===== config.mk =====
export PLATFORM = sky130hd
export DESIGN_NAME = main_memory_ctrl
export DESIGN_NICKNAME = d
export VERILOG_FILES = /design/src/rtl/main_memory_ctrl.sv
export SDC_FILE = /design/constraint.sdc
export NUM_CORES = 1
export LEC_CHECK = 0
export ABC_CLOCK_PERIOD_IN_PS = 23500
export CAP_MARGIN = 20
export CORE_MARGIN = 3
export CORE_UTILIZATION = 40
export DETAILED_ROUTE_END_ITERATION = 12
export SYNTH_ARGS = -nofsm -noshare
export SYNTH_HDL_FRONTEND = slang
export SYNTH_SLANG_ARGS = --single-unit

===== constraint.sdc =====
create_clock -name clk -period 23.5 [get_ports clk]
set_input_delay 7.05 -clock clk [delete_from_list [all_inputs] [get_ports clk]]
set_output_delay 7.05 -clock clk [all_outputs]
set_load 0.005 [all_outputs]

===== src/rtl/main_memory_ctrl.sv =====
// Block-granular backing store behind the L2: whole-block reads/writes that
// complete after a fixed access latency with a one-cycle mem_ready pulse.
module main_memory_ctrl #(
    parameter int unsigned             DATA_WIDTH = 8,
    parameter int unsigned             ADDR_WIDTH = 4,
    parameter int unsigned             BLOCK_SIZE = 4,
    parameter int unsigned             LATENCY    = 3,
    parameter logic [DATA_WIDTH-1:0]   INIT_BYTE  = 8'h00
) (
    input  logic                             clk,
    input  logic                             rst,
    input  logic [ADDR_WIDTH-1:0]            mem_addr,
    input  logic [BLOCK_SIZE*DATA_WIDTH-1:0] mem_data_in,
    input  logic                             mem_read,
    input  logic                             mem_write,
    output logic [BLOCK_SIZE*DATA_WIDTH-1:0] mem_data_block,
    output logic                             mem_ready,
    output logic                             busy,
    output logic                             proto_err,
    output logic [15:0]                      read_count,
    output logic [15:0]                      write_count
);

    localparam int unsigned OFFSET_W   = $clog2(BLOCK_SIZE);
    localparam int unsigned IDX_W      = ADDR_WIDTH - OFFSET_W;
    localparam int unsigned IDX_SW     = (IDX_W > 0) ? IDX_W : 1;
    localparam int unsigned NUM_BLOCKS = (1 << ADDR_WIDTH) / BLOCK_SIZE;
    localparam int unsigned BLK_W      = BLOCK_SIZE * DATA_WIDTH;
    localparam int unsigned CNT_W      = (LATENCY > 1) ? $clog2(LATENCY) : 1;

    typedef enum logic [1:0] {IDLE, BUSY, RESP, TURN} state_t;

    state_t             state_q, state_d;
    logic [CNT_W-1:0]   cnt_q, cnt_d;
    logic [IDX_SW-1:0]  idx_q;
    logic [BLK_W-1:0]   wdata_q;
    logic               is_write_q;
    logic               capture_c;
    logic               op_write_c;
    logic [IDX_SW-1:0]  op_idx_c;
    logic [BLK_W-1:0]   op_data_c;
    logic               commit_c;
    logic [BLK_W-1:0]   mem_q [NUM_BLOCKS];

    // Next-state, latency counter and effective-operation selection
    always_comb begin
        state_d    = state_q;
        cnt_d      = cnt_q;
        capture_c  = 1'b0;
        case (state_q)
            IDLE: begin
                if (mem_read || mem_write) begin
                    capture_c = 1'b1;
                    cnt_d     = CNT_W'(LATENCY - 1);
                    state_d   = (LATENCY == 1) ? RESP : BUSY;
                end
            end
            BUSY: begin
                if (cnt_q == '0) begin
                    state_d = RESP;
                end else begin
                    cnt_d = cnt_q - CNT_W'(1);
                end
            end
            RESP:    state_d = TURN;
            TURN:    state_d = IDLE;
            default: state_d = IDLE;
        endcase
        // With LATENCY=1 the commit coincides with capture, so use live inputs then
        op_write_c = capture_c ? mem_write : is_write_q;
        op_idx_c   = capture_c ? IDX_SW'(mem_addr >> OFFSET_W) : idx_q;
        op_data_c  = capture_c ? mem_data_in : wdata_q;
        commit_c   = (state_d == RESP);
    end

    // State register
    always_ff @(posedge clk or posedge rst) begin
        if (rst) begin
            state_q <= IDLE;
        end else begin
            state_q <= state_d;
        end
    end

    // Request latch, registered status outputs, read data and counters
    always_ff @(posedge clk or posedge rst) begin
        if (rst) begin
            cnt_q          <= '0;
            idx_q          <= '0;
            wdata_q        <= '0;
            is_write_q     <= 1'b0;
            mem_ready      <= 1'b0;
            busy           <= 1'b0;
            proto_err      <= 1'b0;
            mem_data_block <= '0;
            read_count     <= '0;
            write_count    <= '0;
        end else begin
            cnt_q     <= cnt_d;
            mem_ready <= commit_c;
            busy      <= (state_d != IDLE);
            proto_err <= capture_c && mem_read && mem_write;
            if (capture_c) begin
                idx_q      <= IDX_SW'(mem_addr >> OFFSET_W);
                wdata_q    <= mem_data_in;
                is_write_q <= mem_write;
            end
            if (commit_c) begin
                if (op_write_c) begin
                    write_count <= write_count + 16'd1;
                end else begin
                    read_count     <= read_count + 16'd1;
                    mem_data_block <= mem_q[op_idx_c];
                end
            end
        end
    end

    // Storage array; every byte returns to INIT_BYTE on reset
    always_ff @(posedge clk or posedge rst) begin
        if (rst) begin
            for (int b = 0; b < int'(NUM_BLOCKS); b++) begin
                mem_q[b] <= {BLOCK_SIZE{INIT_BYTE}};
            end
        end else if (commit_c && op_write_c) begin
            mem_q[op_idx_c] <= op_data_c;
        end
    end

endmodule


Yosys cells after proc, flatten, opt, wreduce, memory -nomap -nowiden
Cells that the tools add are included.
Storage, ports and cells
  bits in registers: 234
  input bits: 40
  output and inout port bits: 67
  logic and storage cells: 57
Cells by class
  add/sub/neg operators: 3
  order comparisons: 2
  equal/unequal tests: 6
  multiplexer cells: 17
  bitwise operators: 2
  reductions and logical operators: 12
Operators by type and width (number)
  $bwmux 128: 1
  $mux 32: 4
  $bmux 32 s2: 1
  $demux 32 s2: 1
  $add 16x1->16 const B: 2
  $mux 2: 5
  $pmux 2 s4: 1
  $eq 2x2->1 const B: 3
  $logic_and 1x1->1: 4
  $logic_not 2->1: 2
  $ne 2x2->1 const B: 2
  $pmux 2 s2: 1
  $reduce_and 2->1: 2
  $reduce_bool 2->1: 2
  $ge 3x3->1 const B: 1
  $lt 3x1->1 const B: 1
  $mux 1: 3
  $not 2->3: 1
  $reduce_and 3->1: 1
  $eq 2x1->1 const B: 1
  $sub 2x1->2 const B: 1
  $logic_or 1x1->1: 1
  $not 1->1: 1

Depth between registers and ports, before layout
Gate-level depths: netlist of the first run.
  word-level depth: 10
  gate-level depth with buffers: 9

Least setup slack after synthesis of the first run
OpenSTA, ideal clock, no wires.
  path type: input -> register
  from: in mem_write
  to: reg mem_q[116] in the netlist's numbering
  arrival: 8676 ps
  required time: 23375 ps
  slack: 14699 ps
  stages on the path: 8
  buffers on the path: 2
  cells stage by stage: or2_1 > buf_2 > and3_1 > nor2_1 > inv_2 > nor3_4 > buf_4 > mux2_2
On the way
  cells in the longest elaborated chain, start to end: 10
Ends and longest elaborated chain
  start, declared: line 15  | input logic mem_write,
  $logic_or 1x1->1: line 52  | if (mem_read || mem_write) begin
  $mux 1: line 52
  $mux 1: line 50  | case (state_q)
  $mux 2
  $not 2->3 (not written as such): line 126  | mem_q[op_idx_c] <= op_data_c;
  $ge 3x3->1 (not written as such) / $lt 3x1->1 (equally long branches): line 126
  $logic_and 1x1->1 (not written as such): line 126
  $mux 32 (not written as such): line 126
  $demux 32 s2: line 126
  $bwmux 128: line 126
  end signal, assigned by index: line 123  | mem_q[b] <= {BLOCK_SIZE{INIT_BYTE}};
  end signal, assigned by index: line 126
  end, declared: line 43  | logic [BLK_W-1:0] mem_q [NUM_BLOCKS];
Several ways; a longest one is shown, not always the timed one.
A chain may end at the register's enable or synchronous reset.

Worst setup path in the final report of the first run
  from: in mem_read
  to: reg mem_q[2] in the netlist's numbering
On the way
  cells in the longest elaborated chain, start to end: 10
Ends and longest elaborated chain
  start, declared: line 14  | input logic mem_read,
  $logic_or 1x1->1 *: line 52
  $mux 1: line 52
  $mux 1: line 50
  $mux 2
  $not 2->3 (not written as such): line 126
  $ge 3x3->1 (not written as such) / $lt 3x1->1 (equally long branches): line 126
  $logic_and 1x1->1 (not written as such): line 126
  $mux 32 (not written as such): line 126
  $demux 32 s2: line 126
  $bwmux 128: line 126
Mark *: on every way between the ends. The rest lies on a longest branch, timed or not.

==> results of run 1 <==
==> power by group <==
part / internal, mW / switching (mW)
registers: 0.577 / 0.0921
logic: 0.250 / 0.329
clock network: 0.249 / 0.158
==> flip-flops by register name (all words and copies together), names as in the netlist, 2 cells and up <==
| register | cells |
|---|---|
| cnt_q | 2 |
| mem_q | 128 |
| state_q | 2 |
| wdata_q | 32 |
| write_count | 16 |
| mem_data_block | 32 |
| read_count | 16 |
| idx_q | 2 |
==> final timing paths <==
kind | startpoint | slack [ns] | to
setup / recovery | mem_read | 12.99 | mem_q[2]$_DFFE_PP0P_
hold / removal | write_count[15]$_DFFE_PP0P_ | 0.47 | write_count[15]$_DFFE_PP0P_
setup reg to reg | state_q[1]$_DFF_PP0_ | 19.20 | mem_q[2]$_DFFE_PP0P_
hold reg to reg | write_count[15]$_DFFE_PP0P_ | 0.47 | write_count[15]$_DFFE_PP0P_
max in group asynchronous | rst | 15.11 | mem_q[54]$_DFFE_PP0P_
min in group asynchronous | rst | 7.02 | read_count[8]$_DFFE_PP0P_
==> metal layers <==
layer,vias to the layer above,global-route usage (%),part of all wire (%)
met5,-,0,0
met4,0,3.27,1.3
met3,29,2.77,4.6
met2,168,29.1,46
met1,3487,26.9,48
li1,3289,-,-
==> cell usage in the layout, fill, tap and decap left out, types with 15 or more instances in the layout <==
cell type / instances
o21ai_0: 32
a21oi_1: 122
clkbuf_16: 27
mux2i_1: 32
a21o_1: 21
nand2_1: 15
nand3_1: 46
nor2_1: 124
mux2_2: 33
buf_4: 19
clkdlybuf4s50_1: 104
xnor2_1: 26
a221oi_1: 21
dfrtp_1: 234
inv_1: 37
==> Yosys cell counts (2+ instances only) <==
master     number  area [um2]
o31ai_1         4        30.0
a21oi_1       123         616
and2_1          4        25.0
and4_1          5        43.8
inv_1          38         143
xnor2_1        26         228
buf_6           5        56.3
and3_1          6        37.5
mux2_2         33         372
nand3_1        46         230
nand4b_1        2        17.5
a221o_1        11         110
a21o_1         21         158
nor2_1        124         465
ha_1            3        37.5
o21ai_0        32         160
nand2b_1        4        25.0
mux2i_1        32         320
buf_4           5        37.5
nand4_1         5        31.3
buf_2          12        60.1
a2111oi_4       2        55.1
xor2_1          4        35.0
dfrtp_1       234        5860
clkbuf_1       38         143
a221oi_1       21         184
o22a_1         11        96.3
a21oi_2         7        61.3
nand2_1        15        56.3
==> worst register-to-register path: cells and delay by family, from the launching register on <==
family / cells / cell delay (ns)
buffers and inverters: 1 / 0.54
and+or+nand+nor: 3 / 1.69
DFF: 1 / 0.44
AOI/OAI and AO/OA: 2 / 1.55
==> metrics by stage <==
| stage | cell area (um2) | cells | setup slack [ns] | util [%] |
|---|---|---|---|---|
| after global placement | 11200 | 1273 | 12.58 | 47.1 |
| after floorplan | 9860 | 891 | 10.03 | - |
| after CTS | 12100 | 1318 | 13.01 | 50.7 |
| final | 12100 | 1318 | 12.99 | 50.7 |
| after detailed placement | 11200 | 1273 | 12.46 | 47.1 |
| after global routing | 12100 | 1318 | 12.77 | 50.7 |
==> cell type report <==
cell class                 count  area, um2
fill                        2179      11700
sequential                   234       5860
multi-input combinational    558       3630
timing repair buffer         123       1180
clock buffer                  38        777
tap                          319        399
inverter                      39        154
clock inverter                 7       87.6
==> cell families (layout without fill, tap and decap cells) <==
kind of cell / after synthesis / in the layout / synth area share [%]
mux: 66 / 66 / 7.13
flops: 234 / 234 / 59.4
buf+inv: 99 / 207 / 4.49
xor+xnor: 30 / 30 / 2.67
simple gates: 221 / 221 / 10.4
compound gates: 238 / 238 / 15.5
fa+ha+maj: 3 / 3 / 0.381
==> impl_metrics.env, run 1 <==
export IMPL_status="completed"
export IMPL_synth_nets=934
export IMPL_maxSlewHeadroom_pct=17.6
export IMPL_gp_congestion=0.766
export IMPL_n_antenna_cell=0
export IMPL_cts_root_buffer="clkbuf_16"
export IMPL_drc=0
export IMPL_maxCapViolCount=0
export IMPL_power_mw=1.66
export IMPL_cp_cell_sequence="clkdlybuf4s50_1 > or2_1 > nand3_2 > a221oi_4 > buf_4 > nor2_1 > a21oi_1"
export IMPL_yosysWarnings=0
export IMPL_grtUsageTotal_pct=18.2
export IMPL_cts_setup_buffers=0
export IMPL_cts_resized=0
export IMPL_std_cell_rows=56
export IMPL_hold_class="reg -> reg"
export IMPL_grt_overflow_total=0
export IMPL_reg2reg_depth=6
export IMPL_crit_type="in -> reg"
export IMPL_arrival_ns=10.94
export IMPL_min_period_over_period_pct=44.7
export IMPL_antenna_found_initial=0
export IMPL_critPathCaptureType="flip-flop"
export IMPL_yosysUniqueCellTypes=47
export IMPL_holdWs_ns=0.468
export IMPL_drt_pass1_iterations=5
export IMPL_cts_tree="done"
export IMPL_syn_avg_cell_area_um2=11.1
export IMPL_cp_top_family="compound AO/OA/AOI/OAI gates"
export IMPL_synth_top_flop_cell="dfrtp_1"
export IMPL_cp_required_ns=23.94
export IMPL_slowest_delay_ns=1.38
export IMPL_synth_edff_count=0
export IMPL_clock_latency_ns=0.52
export IMPL_vias=6973
export IMPL_wl_mm=23.9
export IMPL_fmax_mhz=95.2
export IMPL_async_flop_share_pct=100
export IMPL_via_per_inst=5.29
export IMPL_powerDensity_nw_per_um2=137
export IMPL_min_period_ns=10.51
export IMPL_core_area_um2=23800
export IMPL_io_buffers=104
export IMPL_htreeDepth=1
export IMPL_hpwlAfterDp_mm=14.0
export IMPL_holdBufCountCts=0
export IMPL_cts_clk_slew_worst_paths_ns=0.06
export IMPL_die_x_um=163
export IMPL_final_setup_viol_count=0
export IMPL_cts_buffers=26
export IMPL_ir_drop_mv=0.0639
export IMPL_finalSetupTns_ns=0
export IMPL_nNetsFinal=1025
export IMPL_initial_utilization_pct=41.4
export IMPL_area_growth_pct=22.6
export IMPL_netlist_area_um2=9860
export IMPL_die_y_um=163
export IMPL_path_depth=7
export IMPL_grt_pass1_wl_mm=38.9
export IMPL_holdPathStages=1
export IMPL_antenna_left=0
export IMPL_worst_pin_slew_ns=1.24
export IMPL_crit_path_top_delay_cell="a221oi_4"
export IMPL_seq_area_frac_synth_pct=59.4
export IMPL_synth_cells=891
export IMPL_hold_violations=0
export IMPL_dieArea_um2=26600
export IMPL_rsz0062_at_grt="no"
export IMPL_worstSetupStartpointType="primary input"
export IMPL_grt_pass1_vias=7103
export IMPL_wire_per_inst_um=18.1
export IMPL_finalClockSkew_ns=0.00912
export IMPL_drive_gt1_share_pct=11.6
export IMPL_cp_max_fo=38
export IMPL_drt_iter0_markers=512
export IMPL_grt_max_degree=105
export IMPL_ios=107
export IMPL_cts_buffer_depth=3
export IMPL_clkSinkCount=234
export IMPL_slew_violations=0
export IMPL_crit_buf_inv=2
export IMPL_p_leak_nw=5.30
export IMPL_synth_seq_cells=234
Note: power is estimated with default switching activity, not from simulation.
==> run 2, diff against run 1 <==
Settings changed: ABC_CLOCK_PERIOD_IN_PS 23500 to 8700.
Clock period 23.5 ns to 8.7 ns, I/O delays scaled along.
==> run 2 against run 1 <==
Compared with the run above:
- worst setup slack got worse by 10 ns
- flip-flop and latch count did not move
- clock power rose to 2.8 times the previous value
- global-route usage barely moved
- via count fell by 0.34%
- critical path type unchanged
- highest routed layer unchanged
==> impl_metrics.env, run 2 (same netlist as run 1, synthesis figures left out) <==
export IMPL_powerDensity_nw_per_um2=370
export IMPL_layout_common_cells="234 x dfrtp_1, 124 x nor2_1, 122 x a21oi_1"
export IMPL_hpwlAfterDp_mm=13.9
export IMPL_wire_per_inst_um=18.0
export IMPL_grt_pass1_wl_mm=38.7
export IMPL_holdWs_ns=0.467
export IMPL_io_buffers=104
export IMPL_rsz0062_at_grt="no"
export IMPL_drive_gt1_share_pct=11.7
export IMPL_clockPowerShare_pct=24.9
export IMPL_cts_clk_slew_worst_paths_ns=0.06
export IMPL_cts_buffers=26
export IMPL_maxSlewHeadroom_pct=28.2
export IMPL_drt_pass1_iterations=5
export IMPL_htreeDepth=1
export IMPL_holdPathStages=1
export IMPL_p_sw_mw=1.56
export IMPL_finalSetupTns_ns=0
export IMPL_cts_root_buffer="clkbuf_16"
export IMPL_busiest_layer="met2"
export IMPL_antenna_found_initial=0
export IMPL_top_register="mem_q"
export IMPL_via_per_inst=5.26
export IMPL_initial_utilization_pct=41.4
export IMPL_grtUsageTotal_pct=18.3
export IMPL_finalClockSkew_ns=0.0166
export IMPL_drc=0
export IMPL_grt_max_degree=183
export IMPL_slew_violations=0
export IMPL_fin_ws_ns=2.49
export IMPL_seqPwrFrac_pct=40.4
export IMPL_min_period_ns=6.21
export IMPL_cts_tree="done"
export IMPL_cts_resized=0
export IMPL_status="completed"
export IMPL_reg2reg_to="mem_q[109]$_DFFE_PP0P_"
export IMPL_die_x_um=163
export IMPL_place_ws_ns=1.88
export IMPL_min_delay_worst_endpoint="write_count[15]$_DFFE_PP0P_"
export IMPL_ios=107
export IMPL_worstSetupStartpointType="primary input"
export IMPL_largest_reg_flops=128
export IMPL_holdBufCountCts=0
export IMPL_arrival_ns=6.61
export IMPL_n_antenna_cell=0
export IMPL_grt_pass1_vias=6923
export IMPL_hold_violations=0
export IMPL_gr_usage_met1_pct=27.3
export IMPL_core_area_um2=23800
export IMPL_switching_share_pct=34.7
export IMPL_fmax_mhz=161
export IMPL_maxCapViolCount=0
export IMPL_die_y_um=163
export IMPL_cts_setup_buffers=0
export IMPL_min_period_over_period_pct=71.3
export IMPL_crit_path_top_delay_cell="nor2_1"
export IMPL_design_area_um2=12100
export IMPL_fillers=2169
export IMPL_grt_util_met2_pct=28.6
export IMPL_holdCritStartpoint="write_count[15]$_DFFE_PP0P_"
export IMPL_seqCellArea_um2=5860
export IMPL_final_common_cell="dfrtp_1"
export IMPL_grt_overflow_total=0
export IMPL_wl_mm=23.8
export IMPL_clkSinkCount=234
export IMPL_slowest_delay_ns=0.83
export IMPL_reg2reg_depth=7
export IMPL_drt_iter0_markers=433
export IMPL_nNetsFinal=1025
export IMPL_std_cell_rows=56
export IMPL_cp_max_fo=23
export IMPL_antenna_left=0
export IMPL_reg2reg_slack_ns=4.35
export IMPL_worst_pin_slew_ns=1.07
export IMPL_crit_type="in -> reg"
export IMPL_cp_cell_sequence="clkdlybuf4s50_1 > or2_1 > and3_1 > nor2_1 > inv_2 > nor3_4 > buf_4 > mux2_2"
export IMPL_ir_drop_mv=0.151
export IMPL_multi_input_area_um2=3630
export IMPL_critPathCaptureType="flip-flop"
export IMPL_area_growth_pct=22.9
export IMPL_dpl_cell_area_um2=11200
export IMPL_gp_congestion=0.755
export IMPL_dieArea_um2=26600
export IMPL_intPower_mw=2.92
export IMPL_largestRegisters="mem_q x128, mem_data_block x32, wdata_q x32"
export IMPL_clock_latency_ns=0.52
export IMPL_globalRouteMet3Util_pct=2.47
export IMPL_p_leak_nw=5.31
export IMPL_final_setup_viol_count=0
export IMPL_cts_buffer_depth=3
export IMPL_hold_class="reg -> reg"
export IMPL_r2r_start="state_q[1]$_DFF_PP0_"
export IMPL_cp_required_ns=9.10
export IMPL_comb_power_share_pct=34.7
export IMPL_vias=6949
[run 2: critical path: cells and delay by family]
kind | cells | cell delay, ns
buffers and inverters | 3 | 1.48
muxes | 1 | 0.38
and+or+nand+nor | 4 | 2.11
[run 2: metrics by stage]
stage | utilization, % | std cells | power (mW)
CTS | 50.9 | 1320 | 4.54
global route | 50.9 | 1320 | 4.81
finish | 50.9 | 1320 | 4.48
detailed placement | 47.1 | 1273 | 3.39
global placement | 47.1 | 1272 | 3.35
floorplan | - | 891 | 2.78
[run 2: power groups by stage]
stage	Clock, mW	Sequential [mW]	Combinational [mW]
2_1_floorplan	0	1.77	1.01
5_1_grt	1.19	1.87	1.75
3_5_place_dp	0	1.82	1.57
4_1_cts	1.15	1.81	1.58
6_report	1.12	1.81	1.55
3_3_place_gp	0	1.81	1.54
[run 2: layer usage]
layer	wire length, um	vias to the layer above
li1	-	3301
met1	11500	3453
met2	10900	166
met3	1080	29
met4	344	0
met5	0	-
[run 2: how the worst max path moves through the flow]
stage	cells past startpoint	endpoint	slack, ns	start
3_5_place_dp	8	mem_q[116]$_DFFE_PP0P_	1.88	mem_write
2_1_floorplan	1	busy$_DFF_PP0_	3.03	rst
3_3_place_gp	8	mem_q[118]$_DFFE_PP0P_	1.95	mem_read
6_report	8	mem_q[109]$_DFFE_PP0P_	2.49	mem_write
5_1_grt	8	mem_q[116]$_DFFE_PP0P_	2.26	mem_write
4_1_cts	8	mem_q[116]$_DFFE_PP0P_	2.44	mem_write
[run 2: final cells by class]
cell class	instances	area share [%]
inverters	39	1.24
well taps	319	3.29
clock inverters	6	0.661
multi-input cells	558	29.9
clock buffers	41	6.67
flip-flops and latches	234	48.3
repair buffers	123	9.90
==> run 3, diff against run 2 <==
Settings changed: ABC_CLOCK_PERIOD_IN_PS 8700 to 5200.
Clock period 8.7 ns to 5.2 ns, I/O delays scaled along.
==> run 3 against run 2 <==
Compared with the run above:
- die area did not move
- flip-flop and latch count did not move
- critical endpoint is now mem_q[23]$_DFFE_PP0P_
- global-route usage shrank 0.39 points
- critical path depth down 1
- design area increased by 0.66%
- via count up 0.65%
- critical path type unchanged
- register-to-register slack got worse by 2.3 ns
- final cell count rose by 0.68%
==> impl_metrics.env, run 3 (same netlist as run 1, synthesis figures left out) <==
export IMPL_status="completed"
export IMPL_finalSetupTns_ns=0
export IMPL_vias=6994
export IMPL_worstSetupStartpointType="primary input"
export IMPL_antenna_left=0
export IMPL_cp_required_ns=5.64
export IMPL_holdPathStages=1
export IMPL_ios=107
export IMPL_reg2reg_slack_ns=2.00
export IMPL_grt_pass1_vias=6829
export IMPL_arrival_ns=4.34
export IMPL_r2r_start="state_q[1]$_DFF_PP0_"
export IMPL_hold_class="reg -> reg"
export IMPL_grt_max_degree=95
export IMPL_grt_pass1_wl_mm=37.8
export IMPL_initial_utilization_pct=41.4
export IMPL_maxSlewHeadroom_pct=46.7
export IMPL_layout_common_cells="234 x dfrtp_1, 124 x nor2_1, 122 x a21oi_1"
export IMPL_cts_setup_buffers=0
export IMPL_fin_util_pct=51.2
export IMPL_powerDensity_nw_per_um2=615
export IMPL_grtUsageTotal_pct=17.9
export IMPL_crit_type="in -> reg"
export IMPL_rsz0062_at_grt="no"
export IMPL_die_x_um=163
export IMPL_fin_ws_ns=1.30
export IMPL_die_y_um=163
export IMPL_cts_buffers=26
export IMPL_clock_latency_ns=0.52
export IMPL_reg2reg_to="mem_q[23]$_DFFE_PP0P_"
export IMPL_final_setup_viol_count=0
export IMPL_holdCritStartpoint="read_count[15]$_DFFE_PP0P_"
export IMPL_cts_resized=0
export IMPL_cts_buffer_depth=3
export IMPL_hold_violations=0
export IMPL_cp_max_fo=18
export IMPL_largest_reg_flops=128
export IMPL_min_delay_worst_endpoint="read_count[15]$_DFFE_PP0P_"
export IMPL_area_growth_pct=23.8
export IMPL_holdBufCountCts=0
export IMPL_via_per_inst=5.26
export IMPL_reg2reg_depth=6
export IMPL_final_common_cell="dfrtp_1"
export IMPL_wl_mm=23.7
export IMPL_design_area_um2=12200
export IMPL_drt_iter0_markers=548
export IMPL_drt_pass1_iterations=5
export IMPL_maxCapViolCount=0
export IMPL_largestRegisters="mem_q x128, mem_data_block x32, wdata_q x32"
export IMPL_n_antenna_cell=0
export IMPL_clkSinkCount=234
export IMPL_min_period_over_period_pct=75.0
export IMPL_dieArea_um2=26600
export IMPL_dp_cells=1281
export IMPL_fmax_mhz=256
export IMPL_wire_per_inst_um=17.8
export IMPL_power_mw=7.50
export IMPL_cts_clk_slew_worst_paths_ns=0.06
export IMPL_holdWs_ns=0.467
export IMPL_hpwlAfterDp_mm=14.6
export IMPL_nNetsFinal=1033
export IMPL_finalClockSkew_ns=0.0106
export IMPL_antenna_found_initial=0
export IMPL_min_period_ns=3.90
export IMPL_p_leak_nw=5.36
export IMPL_std_cell_rows=56
export IMPL_io_buffers=104
export IMPL_drc=0
export IMPL_fin_cells=1329
export IMPL_gp_congestion=0.772
export IMPL_slew_violations=0
export IMPL_cts_root_buffer="clkbuf_16"
export IMPL_core_area_um2=23800
export IMPL_place_ws_ns=0.811
export IMPL_ir_drop_mv=0.278
export IMPL_top_register="mem_q"
export IMPL_worst_pin_slew_ns=0.800
export IMPL_drive_gt1_share_pct=12.4
export IMPL_dpl_cell_area_um2=11300
export IMPL_htreeDepth=1
export IMPL_cts_tree="done"
export IMPL_critPathCaptureType="flip-flop"
export IMPL_grt_overflow_total=0
[run 3: area by class of cell]
class                      count  area [um2]
tap                          319         399
inverter                      39         150
sequential                   234        5860
clock inverter                 6        55.1
timing repair buffer         131        1300
multi-input combinational    558        3630
clock buffer                  42         812
fill                        2137       11600
[run 3: power by group]
| part | internal [mW] | total (mW) | switching, mW |
|---|---|---|---|
| Sequential | 2.61 | 3.02 | 0.415 |
| Clock | 1.11 | 1.83 | 0.722 |
| Combinational | 1.17 | 2.65 | 1.48 |
[run 3: worst max-delay path by stage]
stage | from | end | slack [ns]
after global placement | mem_read | mem_q[127]$_DFFE_PP0P_ | 0.82
after CTS | mem_write | mem_q[23]$_DFFE_PP0P_ | 1.34
after detailed placement | mem_write | mem_q[29]$_DFFE_PP0P_ | 0.81
final | mem_write | mem_q[23]$_DFFE_PP0P_ | 1.30
after floorplan | rst | busy$_DFF_PP0_ | 0.58
after global routing | mem_read | mem_q[23]$_DFFE_PP0P_ | 1.10
[run 3: worst max-delay path, stage by stage]
cell and delay [ns]:
clkdlybuf4s50_1 0.54, or2_1 0.34, nand3_2 0.47, a221oi_4 0.87, buf_4 0.37, nor2_1 0.06, a21oi_1 0.12
[run 3: routing by layer]
layer | global-route usage, % | routed length (um) | vias up
met5 | 0 | 0 | -
met4 | 4.69 | 531 | 0
met3 | 2.39 | 991 | 34
met2 | 27.8 | 10700 | 155
met1 | 26.5 | 11500 | 3490
li1 | - | - | 3315
